===== config.mk =====
export PLATFORM = sky130hd
export DESIGN_NAME = uart_transmitter
export DESIGN_NICKNAME = d
export VERILOG_FILES = /design/src/rtl/uart_pkg.sv /design/src/rtl/uart_tx_fifo.sv /design/src/rtl/uart_transmitter.sv
export SDC_FILE = /design/constraint.sdc
export NUM_CORES = 1
export LEC_CHECK = 0
export BUFFER_PORTS_ARGS = -buffer_cell sky130_fd_sc_hd__buf_4
export CORE_MARGIN = 10
export CORE_UTILIZATION = 60
export CTS_CLUSTER_SIZE = 24
export DETAILED_ROUTE_END_ITERATION = 6
export PLACE_DENSITY = 0.77
export SLEW_MARGIN = 20
export SYNTH_ARGS = -nofsm -noshare
export SYNTH_HDL_FRONTEND = slang
export SYNTH_SLANG_ARGS = --single-unit
export TNS_END_PERCENT = 10

===== constraint.sdc =====
create_clock -name clk -period 2.6 [get_ports clk]
set_clock_uncertainty 0.15 [all_clocks]
set_input_delay 0.13 -clock clk [delete_from_list [all_inputs] [get_ports clk]]
set_output_delay 0.13 -clock clk [all_outputs]
set_load 0.1 [all_outputs]

===== src/rtl/uart_pkg.sv =====
// Shared UART definitions: transmitter FSM states, parity encodings and the
// clocks-per-bit helper that the receiver uses as well.
package uart_pkg;

  localparam int PARITY_NONE = 0;
  localparam int PARITY_EVEN = 1;
  localparam int PARITY_ODD  = 2;

  typedef enum logic [2:0] {
    IDLE,
    START_BIT,
    DATA_BITS,
    PARITY_BIT,
    STOP_BIT
  } txState_t;

  function automatic int baudCount(input int clkFreq, input int baudRate);
    return clkFreq / baudRate;
  endfunction

endpackage


===== src/rtl/uart_tx_fifo.sv =====
// Small synchronous holding FIFO in front of the UART shifter. Pointers carry
// one extra wrap bit so the occupancy falls straight out of their difference.
module uart_tx_fifo #(
  parameter int WIDTH      = 8,
  parameter int FIFO_DEPTH = 4
) (
  input  logic                          clk,
  input  logic                          resetn,
  input  logic                          push,
  input  logic                          pop,
  input  logic [WIDTH-1:0]              dataIn,
  output logic [WIDTH-1:0]              dataOut,
  output logic                          full,
  output logic                          empty,
  output logic [$clog2(FIFO_DEPTH):0]   count
);

  localparam int AW = $clog2(FIFO_DEPTH);

  logic [WIDTH-1:0] mem_q [FIFO_DEPTH];
  logic [AW:0]      wrPtr_q;
  logic [AW:0]      rdPtr_q;

  assign count   = wrPtr_q - rdPtr_q;
  assign full    = (count == (AW+1)'(FIFO_DEPTH));
  assign empty   = (count == '0);
  assign dataOut = mem_q[rdPtr_q[AW-1:0]];

  always_ff @(posedge clk or negedge resetn) begin
    if (!resetn) begin
      wrPtr_q <= '0;
      rdPtr_q <= '0;
    end else begin
      if (push) wrPtr_q <= wrPtr_q + (AW+1)'(1);
      if (pop)  rdPtr_q <= rdPtr_q + (AW+1)'(1);
    end
  end

  // Storage needs no reset: an entry is only read after it has been written.
  always_ff @(posedge clk) begin
    if (push) mem_q[wrPtr_q[AW-1:0]] <= dataIn;
  end

endmodule


===== src/rtl/uart_transmitter.sv =====
// UART transmitter: buffers words in a small FIFO and shifts each out LSB-first
// as start / data / optional parity / one or two stop bits on a registered line.
module uart_transmitter
  import uart_pkg::*;
#(
  parameter int CLK_FREQ   = 50_000_000,
  parameter int BAUD_RATE  = 115200,
  parameter int WIDTH      = 8,
  parameter int PARITY     = 0,
  parameter int STOP_BITS  = 1,
  parameter int FIFO_DEPTH = 4
) (
  input  logic             clk,
  input  logic             resetn,
  input  logic [WIDTH-1:0] dataIn,
  input  logic             dataInValid,
  output logic             dataInReady,
  output logic             uartTx,
  output logic             txBusy,
  output logic             txDone
);

  localparam int BAUD_COUNT = baudCount(CLK_FREQ, BAUD_RATE);
  localparam int BCW        = (BAUD_COUNT > 1) ? $clog2(BAUD_COUNT) : 1;
  localparam int BITW       = $clog2(WIDTH);
  localparam logic [BCW-1:0]  BAUD_LAST = BCW'(BAUD_COUNT - 1);
  localparam logic [BITW-1:0] BIT_LAST  = BITW'(WIDTH - 1);

  txState_t         state_q;
  logic [BCW-1:0]   baudCnt_q;
  logic [BITW-1:0]  bitCnt_q;
  logic [WIDTH-1:0] shift_q;
  logic             parity_q;
  logic             stopCnt_q;
  logic             uartTx_q;
  logic             txDone_q;

  logic [WIDTH-1:0]               fifoHead;
  logic                           fifoFull;
  logic                           fifoEmpty;
  logic [$clog2(FIFO_DEPTH):0]    fifoCount;
  logic                           unusedFifoCount;

  logic baudWrap;
  logic lastStop;
  logic frameEnd;
  logic pop;
  logic headParity;

  assign baudWrap   = (baudCnt_q == BAUD_LAST);
  assign lastStop   = (STOP_BITS == 1) || stopCnt_q;
  assign frameEnd   = (state_q == STOP_BIT) && baudWrap && lastStop;
  // A new frame starts either from idle or directly off the end of the previous stop bit.
  assign pop        = !fifoEmpty && ((state_q == IDLE) || frameEnd);
  assign headParity = (PARITY == PARITY_ODD) ? ~^fifoHead : ^fifoHead;

  assign dataInReady     = !fifoFull;
  assign uartTx          = uartTx_q;
  assign txDone          = txDone_q;
  assign txBusy          = (state_q != IDLE);
  assign unusedFifoCount = ^fifoCount;

  uart_tx_fifo #(
    .WIDTH      (WIDTH),
    .FIFO_DEPTH (FIFO_DEPTH)
  ) u_fifo (
    .clk     (clk),
    .resetn  (resetn),
    .push    (dataInValid && dataInReady),
    .pop     (pop),
    .dataIn  (dataIn),
    .dataOut (fifoHead),
    .full    (fifoFull),
    .empty   (fifoEmpty),
    .count   (fifoCount)
  );

  always_ff @(posedge clk or negedge resetn) begin
    if (!resetn) begin
      state_q   <= IDLE;
      baudCnt_q <= '0;
      bitCnt_q  <= '0;
      shift_q   <= '0;
      parity_q  <= 1'b0;
      stopCnt_q <= 1'b0;
      uartTx_q  <= 1'b1;
      txDone_q  <= 1'b0;
    end else begin
      txDone_q <= 1'b0;
      if (state_q != IDLE) baudCnt_q <= baudWrap ? '0 : baudCnt_q + 1'b1;

      case (state_q)
        IDLE: ;
        START_BIT: if (baudWrap) begin
          state_q  <= DATA_BITS;
          bitCnt_q <= '0;
          uartTx_q <= shift_q[0];
          shift_q  <= shift_q >> 1;
        end
        DATA_BITS: if (baudWrap) begin
          if (bitCnt_q != BIT_LAST) begin
            bitCnt_q <= bitCnt_q + 1'b1;
            uartTx_q <= shift_q[0];
            shift_q  <= shift_q >> 1;
          end else if (PARITY != PARITY_NONE) begin
            state_q  <= PARITY_BIT;
            uartTx_q <= parity_q;
          end else begin
            state_q   <= STOP_BIT;
            stopCnt_q <= 1'b0;
            uartTx_q  <= 1'b1;
          end
        end
        PARITY_BIT: if (baudWrap) begin
          state_q   <= STOP_BIT;
          stopCnt_q <= 1'b0;
          uartTx_q  <= 1'b1;
        end
        STOP_BIT: if (baudWrap) begin
          if (!lastStop) begin
            stopCnt_q <= 1'b1;
          end else begin
            txDone_q <= 1'b1;
            state_q  <= IDLE;
            uartTx_q <= 1'b1;
          end
        end
        default: state_q <= IDLE;
      endcase

      // Loading the next word overrides the idle fall-back at the end of a frame.
      if (pop) begin
        state_q   <= START_BIT;
        shift_q   <= fifoHead;
        parity_q  <= headParity;
        uartTx_q  <= 1'b0;
        baudCnt_q <= '0;
      end
    end
  end

endmodule


== After elaboration in Yosys (flattened, before gate mapping) ==
Memories as Yosys holds them, arrays and structs flattened.
Cells that the tools add are included.
Cells by class
  $add $sub $neg: 5
  equality and inequality tests: 18
  multiplexer cells: 28
  reductions and logical operators: 18
Operators by type and width (number)
  8-bit two-way mux: 4
  9-bit two-way mux: 3
  3-bit two-way mux: 8
  3-bit inequality test, second input constant: 7
  8-bit one-hot mux with 2 select lines: 1
  3-bit one-hot mux with 5 select lines: 1
  4-bit AND reduction: 3
  3-bit by 1-bit adder with 3-bit output, second input constant: 3
  9-bit by 1-bit adder with 9-bit output, second input constant: 1
  9-bit equality test, second input constant: 1
  1-bit two-way mux: 9
  2-bit inequality test, second input constant: 4
  3-bit by 2-bit equality test with 1-bit output, second input constant: 2
  3-bit equality test, second input constant: 2
  3-bit logical NOT: 2
  3-bit one-hot mux with 2 select lines: 1
  6-bit AND reduction: 1
  3-bit nonzero test: 2
  2-bit nonzero test: 2
  4-bit nonzero test: 1
  3-bit by 1-bit equality test with 1-bit output, second input constant: 1
  1-bit logical AND: 3
  3-bit by 1-bit inequality test with 1-bit output, second input constant: 1
  1-bit one-hot mux with 3 select lines: 1
  other kinds (4): 5
Word-level totals
  register bits: 31
  bits in writable memories: 32
  bits of input ports: 11
  output and inout bits: 4
  memories: 1
Memories
  u_fifo.mem_q: depth 4, width 8, read ports 1, clocked after Yosys merged registers in 0, wr ports 1, line uart_tx_fifo.sv:20  | logic [WIDTH-1:0] mem_q [FIFO_DEPTH];

== Depth between registers and ports, before layout ==
Gate-level depths: netlist of the first run.
  depth after elaboration: 6
  gate-level depth with buffers: 9

== By module ==
Synthesis of the first run repeated with hierarchy kept, for this count alone.
Second synthesis, totals
  cell total of the unflattened synthesis: 204
  area, all modules: 2867.8 um^2
Modules (own cells, without submodules)
  uart_tx_fifo: times used 1, cells an instance 75, area each 1547.7 um^2, seq. area each 1111.1 um^2
  uart_transmitter: times used 1, cells an instance 129, area each 1320.0 um^2, seq. area each 626.9 um^2

== Least setup slack after synthesis of the first run ==
No wires, ideal clock.
  path type: register to output
  start: register u_fifo.rdPtr_q[1]
  end: output dataInReady
  arrival time: 2.108 ns
  path slack: 0.212 ns
  cell stages (with the launch flop): 7
  path buffers: 1
  cells stage by stage: dfrtp_1 > clkbuf_1 > inv_1 > ha_1 > nor2b_1 > xnor2_2 > nand3_1
Between the ends
  word-level cells in the longest chain between the ends: 3
RTL lines
  start, declared: line uart_tx_fifo.sv:22  | logic [AW:0] rdPtr_q;
  start signal, assigned: line uart_tx_fifo.sv:35  | if (pop) rdPtr_q <= rdPtr_q + (AW+1)'(1);
  3-bit subtractor: line uart_tx_fifo.sv:24  | assign count = wrPtr_q - rdPtr_q;
  3-bit equality test: line uart_tx_fifo.sv:25  | assign full = (count == (AW+1)'(FIFO_DEPTH));
  1-bit logical NOT: line uart_transmitter.sv:57  | assign dataInReady = !fifoFull;
  end, declared: line uart_transmitter.sv:17  | output logic dataInReady,
No other way between the ends.

== Final worst setup path of the first run ==
  start: register u_fifo.wrPtr_q[0]
  end: memory u_fifo.mem_q[3][1] (enable)
Between the ends
  word-level cells in the longest chain between the ends: 6
RTL lines
  start, declared: line uart_tx_fifo.sv:21  | logic [AW:0] wrPtr_q;
  start signal, assigned: line uart_tx_fifo.sv:34  | if (push) wrPtr_q <= wrPtr_q + (AW+1)'(1);
  3-bit subtractor: line uart_tx_fifo.sv:24
  3-bit equality test: line uart_tx_fifo.sv:25
  1-bit logical NOT: line uart_transmitter.sv:57
  1-bit logical AND: line uart_transmitter.sv:69  | .push (dataInValid && dataInReady),
  1-bit two-way mux: line uart_tx_fifo.sv:41  | if (push) mem_q[wrPtr_q[AW-1:0]] <= dataIn;
  1-bit two-way mux (implied by the code): line uart_tx_fifo.sv:41
  end, declared: line uart_tx_fifo.sv:20
Parallel ways exist; a longest one is shown, timed or not.

==> results.toml, run 1 <==
[sta]
max_slew_margin_pct = 71.53
drv_slew = 0
fin_crit_ps = 2248
grt_setup_unrepaired = "false"
tns_ps = 0
tightestPinTransition_ps = 427.0
hold_viol = 0
min_period_over_period_pct = 86.45
setup_viol = 0
fmax_ghz = 0.4449

[clock_network]
ctsRootBufferMaster = "clkbuf_8"
cts_tree = "done"
cts_buffers = 9
clkLatencyLatePin_ps = 340
clkSlewWorstSetupHoldPaths_ps = 70
cts.sinks = 63
clk_path_buf_depth = 2
cts_setup_buffers = 0
h-tree-depth = 3

[floorplanning]
die_h_um = 90.58
start_util_pct = 62.46
die_area_um2 = 8205
pin_count = 15
rows = 25
core_area_um2 = 4786
die_w_um = 90.58

[detailed_routing]
viasPerCell = 5.395
dr.pass1.iters = 4
dr_wl_met2_um = 2208
dr_wl_met3_um = 164
vias = 1721
routed_wl_um = 4956
routed.top_layer = "met4"
wire_per_inst_um = 15.54
drc = 0
drtIter0Drc = 67
ant_nets = 0
wl_met1_um = 2516

[critical_path]
worstSetupPathType = "reg -> reg"
cp.arrival_ps = 2100
reg2reg_depth = 6
required_ps = 2450
reg2reg_to = "u_fifo.mem_q[3][1]"
reg2reg_from = "u_fifo.wrPtr_q[0]"
crit_path_end_kind = "flip-flop"
worstSetupStartpointType = "flip-flop"
worstPathMaxFanout = 9
regToRegSetupSlack_ps = 350

[synthesis]
ys_top_cells_by_count = "edfxtp_1 (32), dfrtp_1 (30), o21ai_0 (20), nand2_1 (12), ha_1 (11)"
synth-seq-area-share_pct = 58.14
netlist_area_um2 = 2989
ys_warn_count = 0
yosysUniqueCellTypes = 44
avgSynthCellArea_um2 = 13.71
yosysTopAreaCellShare_pct = 32.15
postSynthCellCount = 218
synth_edf_count = 32
syn_nets = 240
ys.flop_type = "edfxtp_1"
ys_ff_latch = 63
synth.area.top_cells = "edfxtp_1 (32%), dfrtp_1 (25%), mux4_2 (6.0%), ha_1 (4.6%), o21ai_0 (3.3%)"
synthMostInstantiatedCell = "edfxtp_1"
synth_area_leader_cell = "edfxtp_1"
synthArstFlopShare_pct = 49.21

[hold_path]
holdPathEnd = "u_fifo.wrPtr_q[0]"
min_from = "dataInValid"
hp-class = "in -> reg"
holdPathStages = 4

[power]
max-vdd-ir-drop_uv = 806.2
power_uw = 3440
power_density_nw_per_um2 = 1009
p_leak_uw = 0.001311

[placed_design]
place_hpwl_um = 3380
io_buffers = 14
gp_congestion = 0.7898

[global_routing]
first_global_vias = 1734
grt_antenna_before_repair = 0
grt_max_degree = 32
global_route.overflow_total = 0
grt_use_total_pct = 12.83
grt_pass1_wl_um = 8487

[finish]
fin_nets = 269
post_route_cells_drive_above_1_share_pct = 27.78
insertedDiodeCount = 0
synthToLayoutAreaGrowth_pct = 14.06

[job]
maxCapViolCount = 0

[run_status]
status = "completed"
-- final cells by class --
| cell class | count | area, um2 |
|---|---|---|
| clock buffers | 9 | 123.9 |
| clock inverters | 7 | 55.05 |
| fillers | 340 | 1376 |
| inverters | 9 | 33.78 |
| multi-input cells | 137 | 1150 |
| flip-flops and latches | 63 | 1738 |
| well taps | 67 | 83.83 |
| repair buffers | 27 | 225.2 |
-- logic make-up after synthesis --
logic type	count (synthesis)	synth area share, %
AOI/OAI and AO/OA	45	10.51
xor gates and xnor gates	8	2.595
adders and majority gates	11	4.604
buffers and inverters	18	3.390
DFF	63	58.14
muxes	10	6.781
and+or+nand+nor	63	13.98
-- registers in the layout (all words and copies together), names as in the netlist --
register	cells
u_fifo.mem_q	32
txDone	1
bitCnt_q	3
shift_q	8
uartTx	1
u_fifo.wrPtr_q	3
state_q	3
u_fifo.rdPtr_q	3
baudCnt_q	9
-- per-layer routing --
metal  global-route usage [%]  up-vias
li1                         -      850
met5                        0        -
met2                    17.55       24
met3                    3.159        7
met1                    18.00      840
met4                    7.162        0
-- cell usage in the layout, fill, tap and decap left out, types with 2 or more instances in the layout --
| master | synthesis | routed |
|---|---|---|
| a21oi_1 | 5 | 5 |
| a21oi_2 | 8 | 8 |
| and2_1 | 4 | 4 |
| and3_1 | 5 | 5 |
| buf_4 | 0 | 18 |
| clkbuf_8 | 0 | 9 |
| clkinvlp_4 | 0 | 2 |
| dfrtp_1 | 30 | 30 |
| dlygate4sd3_1 | 0 | 9 |
| edfxtp_1 | 32 | 32 |
| ha_1 | 11 | 11 |
| inv_1 | 9 | 9 |
| inv_6 | 0 | 3 |
| mux2_2 | 2 | 2 |
| mux4_2 | 8 | 8 |
| nand2_1 | 12 | 12 |
| nand2b_1 | 9 | 9 |
| nand3_1 | 7 | 7 |
| nor2_1 | 10 | 10 |
| nor2b_1 | 2 | 2 |
| nor2b_4 | 5 | 5 |
| nor3_4 | 2 | 2 |
| o21ai_0 | 20 | 20 |
| o21ai_1 | 2 | 2 |
| xnor2_1 | 4 | 4 |
| xor2_1 | 3 | 3 |
-- worst max-delay path by stage --
stage / startpoint / end / cells after the start
after global routing: u_fifo.wrPtr_q[0] / u_fifo.mem_q[0][7] / 6
after detailed placement: u_fifo.wrPtr_q[0] / u_fifo.mem_q[0][4] / 6
after floorplan: u_fifo.rdPtr_q[1] / dataInReady / 6
final: u_fifo.wrPtr_q[0] / u_fifo.mem_q[3][1] / 6
after CTS: u_fifo.wrPtr_q[0] / u_fifo.mem_q[0][6] / 6
after global placement: u_fifo.wrPtr_q[0] / u_fifo.mem_q[3][3] / 6
-- report_power, final --
part / switching [uW] / leakage [uW] / internal [uW]
logic: 697 / 0.000548 / 494
registers: 155 / 0.000676 / 1330
clock network: 405 / 0.0000866 / 355
total: 1260 / 0.00131 / 2180
-- per-stage QoR --
stage / cells / util [%] / hold WS (ps) / worst slack, ps / cell area (um2)
final: 319 / 71.24 / 57.44 / 352.2 / 3410
after global routing: 319 / 71.24 / 83.65 / 181.0 / 3410
after CTS: 319 / 71.24 / 41.20 / 335.6 / 3410
after detailed placement: 294 / 65.62 / -54.97 / 347.7 / 3141
after global placement: 294 / 65.62 / -60.04 / 400.5 / 3141
after floorplan: 218 / - / -315.6 / 212.3 / 2989
-- worst max-delay path, cell delays in order, from the launching register on --
cell	delay (ps)
dfrtp_1	400
inv_1	130
ha_1	150
nor2b_1	200
xnor2_2	160
a31oi_4	310
and2_1	400
-- repair_timing --
item                      in CTS  in global routing
gates resized for setup        0                  0
hold endpoints to repair      63                  0
hold buffers                   9                  0
Note: power is estimated with default switching activity, not from simulation.
==> run 2, diff against run 1 <==
Settings changed: CORE_MARGIN 10 to 5, SETUP_SLACK_MARGIN set to 0.02, SYNTH_HIERARCHICAL set to 1.
==> run 2 against run 1 <==
Compared with the run above:
- via count rose by 8.7%
- sequential power grew 4%
- register-to-register slack got worse by 320 ps
- utilization grew 6.0 points
- die area is 24% lower
- maximum frequency shrank 13%
- final cell count down 5.0%
- setup slack got worse by 320 ps
- critical path type unchanged
- largest power group unchanged
==> results.toml, run 2 <==
[floorplanning]
pin_count = 15
rows = 25
start_util_pct = 61.37
core_area_um2 = 4661
die_area_um2 = 6248
die_w_um = 79.05
die_h_um = 79.05

[critical_path]
regToRegSetupSlack_ps = 30
worstSetupPathType = "reg -> reg"
reg2reg_depth = 7
crit_path_end_kind = "flip-flop"
required_ps = 2670
cp.arrival_ps = 2640
reg2reg_to = "shift_q[7]"
startpoint = "bitCnt_q[0]"
reg2reg_from = "bitCnt_q[0]"
worstSetupStartpointType = "flip-flop"
worstPathMaxFanout = 11

[clock_network]
cts.sinks = 63
cts_tree = "done"
clkLatencyLatePin_ps = 330
cts_buffers = 9
clk_path_buf_depth = 2
h-tree-depth = 3
clkSlewWorstSetupHoldPaths_ps = 70
ctsRootBufferMaster = "clkbuf_8"

[finish]
fin_nets = 266
final_util_pct = 77.29
post_route_cells_drive_above_1_share_pct = 30.92
fin_area_um2 = 3602
final_cell_mix = "edfxtp_1 (32), dfrtp_1 (30), buf_4 (25)"
fill_cells = 267
largest_register_ffs = 32
layout_commonest_cell = "edfxtp_1"
synthToLayoutAreaGrowth_pct = 25.94
insertedDiodeCount = 0

[global_routing]
grt_antenna_before_repair = 0
grt_max_degree = 32
first_global_vias = 2043
global_route.overflow_total = 0
grt_use_total_pct = 22.56
grt_pass1_wl_um = 10220

[detailed_routing]
routed_wl_um = 6216
dr.pass1.iters = 4
wire_per_inst_um = 20.51
vias = 1871
viasPerCell = 6.175
drtIter0Drc = 163
ant_nets = 0
drc = 0

[power]
p_leak_uw = 0.001442
power_density_nw_per_um2 = 1173
switching_power_uw = 1389
seq_power_share_pct = 36.7
combPwrFrac_pct = 36.5
max-vdd-ir-drop_uv = 894.2
internal_power_uw = 2837
pwr-share-clk_pct = 26.8
swShare_pct = 32.86

[sta]
grt_setup_unrepaired = "true"
setup_ws_ps = 27.47
setup_viol = 0
fmax_ghz = 0.3887
fin_crit_ps = 2573
min_period_over_period_pct = 98.94
hold_viol = 0
drv_slew = 0
max_slew_margin_pct = 52.97
tightestPinTransition_ps = 705.4

[run_status]
status = "completed"

[synthesis]
syn_nets = 224
ys_warn_count = 6
netlist_area_um2 = 2860
avgSynthCellArea_um2 = 14.16
postSynthCellCount = 202

[hold_path]
hp-class = "in -> async"

[placed_design]
post_dp_cell_area_um2 = 3159
place_hpwl_um = 3736
pre_cts_slack_ps = -244.0
gp_congestion = 0.8139
io_buffers = 14

[job]
maxCapViolCount = 0
## run 2: per-layer routing
metal | wire, um | global-route usage [%] | vias up | part of all wire (%)
li1 | - | - | 835 | -
met5 | 0 | 0 | - | 0
met3 | 285 | 5.442 | 21 | 4.6
met2 | 3447 | 39.56 | 64 | 55
met4 | 205 | 12.03 | 0 | 3.3
met1 | 2277 | 25.29 | 951 | 37
## run 2: power by group through the flow
stage	Combinational [uW]	Sequential (uW)	Clock (uW)
detailed placement	1450	1540	0
global route	1670	1570	1200
CTS	1480	1530	1140
global placement	1380	1510	0
finish	1540	1550	1130
floorplan	978	1490	0
## run 2: worst max-delay path: stages, from the launching register on
cell and delay (ps):
dfrtp_1 390, ha_1 200, ha_1 210, or3b_2 510, a2111oi_2 440, buf_4 250
nor2b_1 60, mux2_2 250
## run 2: how the worst max path moves through the flow
stage | end | depth (start not counted)
detailed placement | shift_q[3] | 9
CTS | baudCnt_q[5] | 9
global route | shift_q[7] | 7
floorplan | shift_q[7] | 8
global placement | shift_q[0] | 9
finish | shift_q[7] | 7
## run 2: metrics by stage
| step | power (uW) | TNS, ps | hold slack (ps) | cells |
|---|---|---|---|---|
| 6_report | 4226 | 0 | 111.9 | 303 |
| 5_1_grt | 4440 | -58.58 | 149.8 | 303 |
| 4_1_cts | 4159 | 0 | 114.4 | 303 |
| 3_5_place_dp | 2990 | -1580 | -64.24 | 278 |
| 3_3_place_gp | 2893 | -690.0 | -70.96 | 278 |
| 2_1_floorplan | 2467 | -210.3 | -315.6 | 202 |
## run 2: what timing repair did
item	CTS	global route
hold endpoints to repair	63	0
gates cloned	0	0
hold buffers	9	0
resized for setup	5	10
pin swaps	0	0
buffers inserted	0	0
setup endpoints to repair	10	16
## run 2: area by class of cell
cell class	instances	area, um2	share of cell area, %
well taps	54	67.56	1.876
multi-input cells	123	1136	31.54
repair buffers	38	357.8	9.934
flip-flops and latches	63	1738	48.25
clock inverters	7	145.1	4.029
inverters	9	33.78	0.9378
clock buffers	9	123.9	3.439
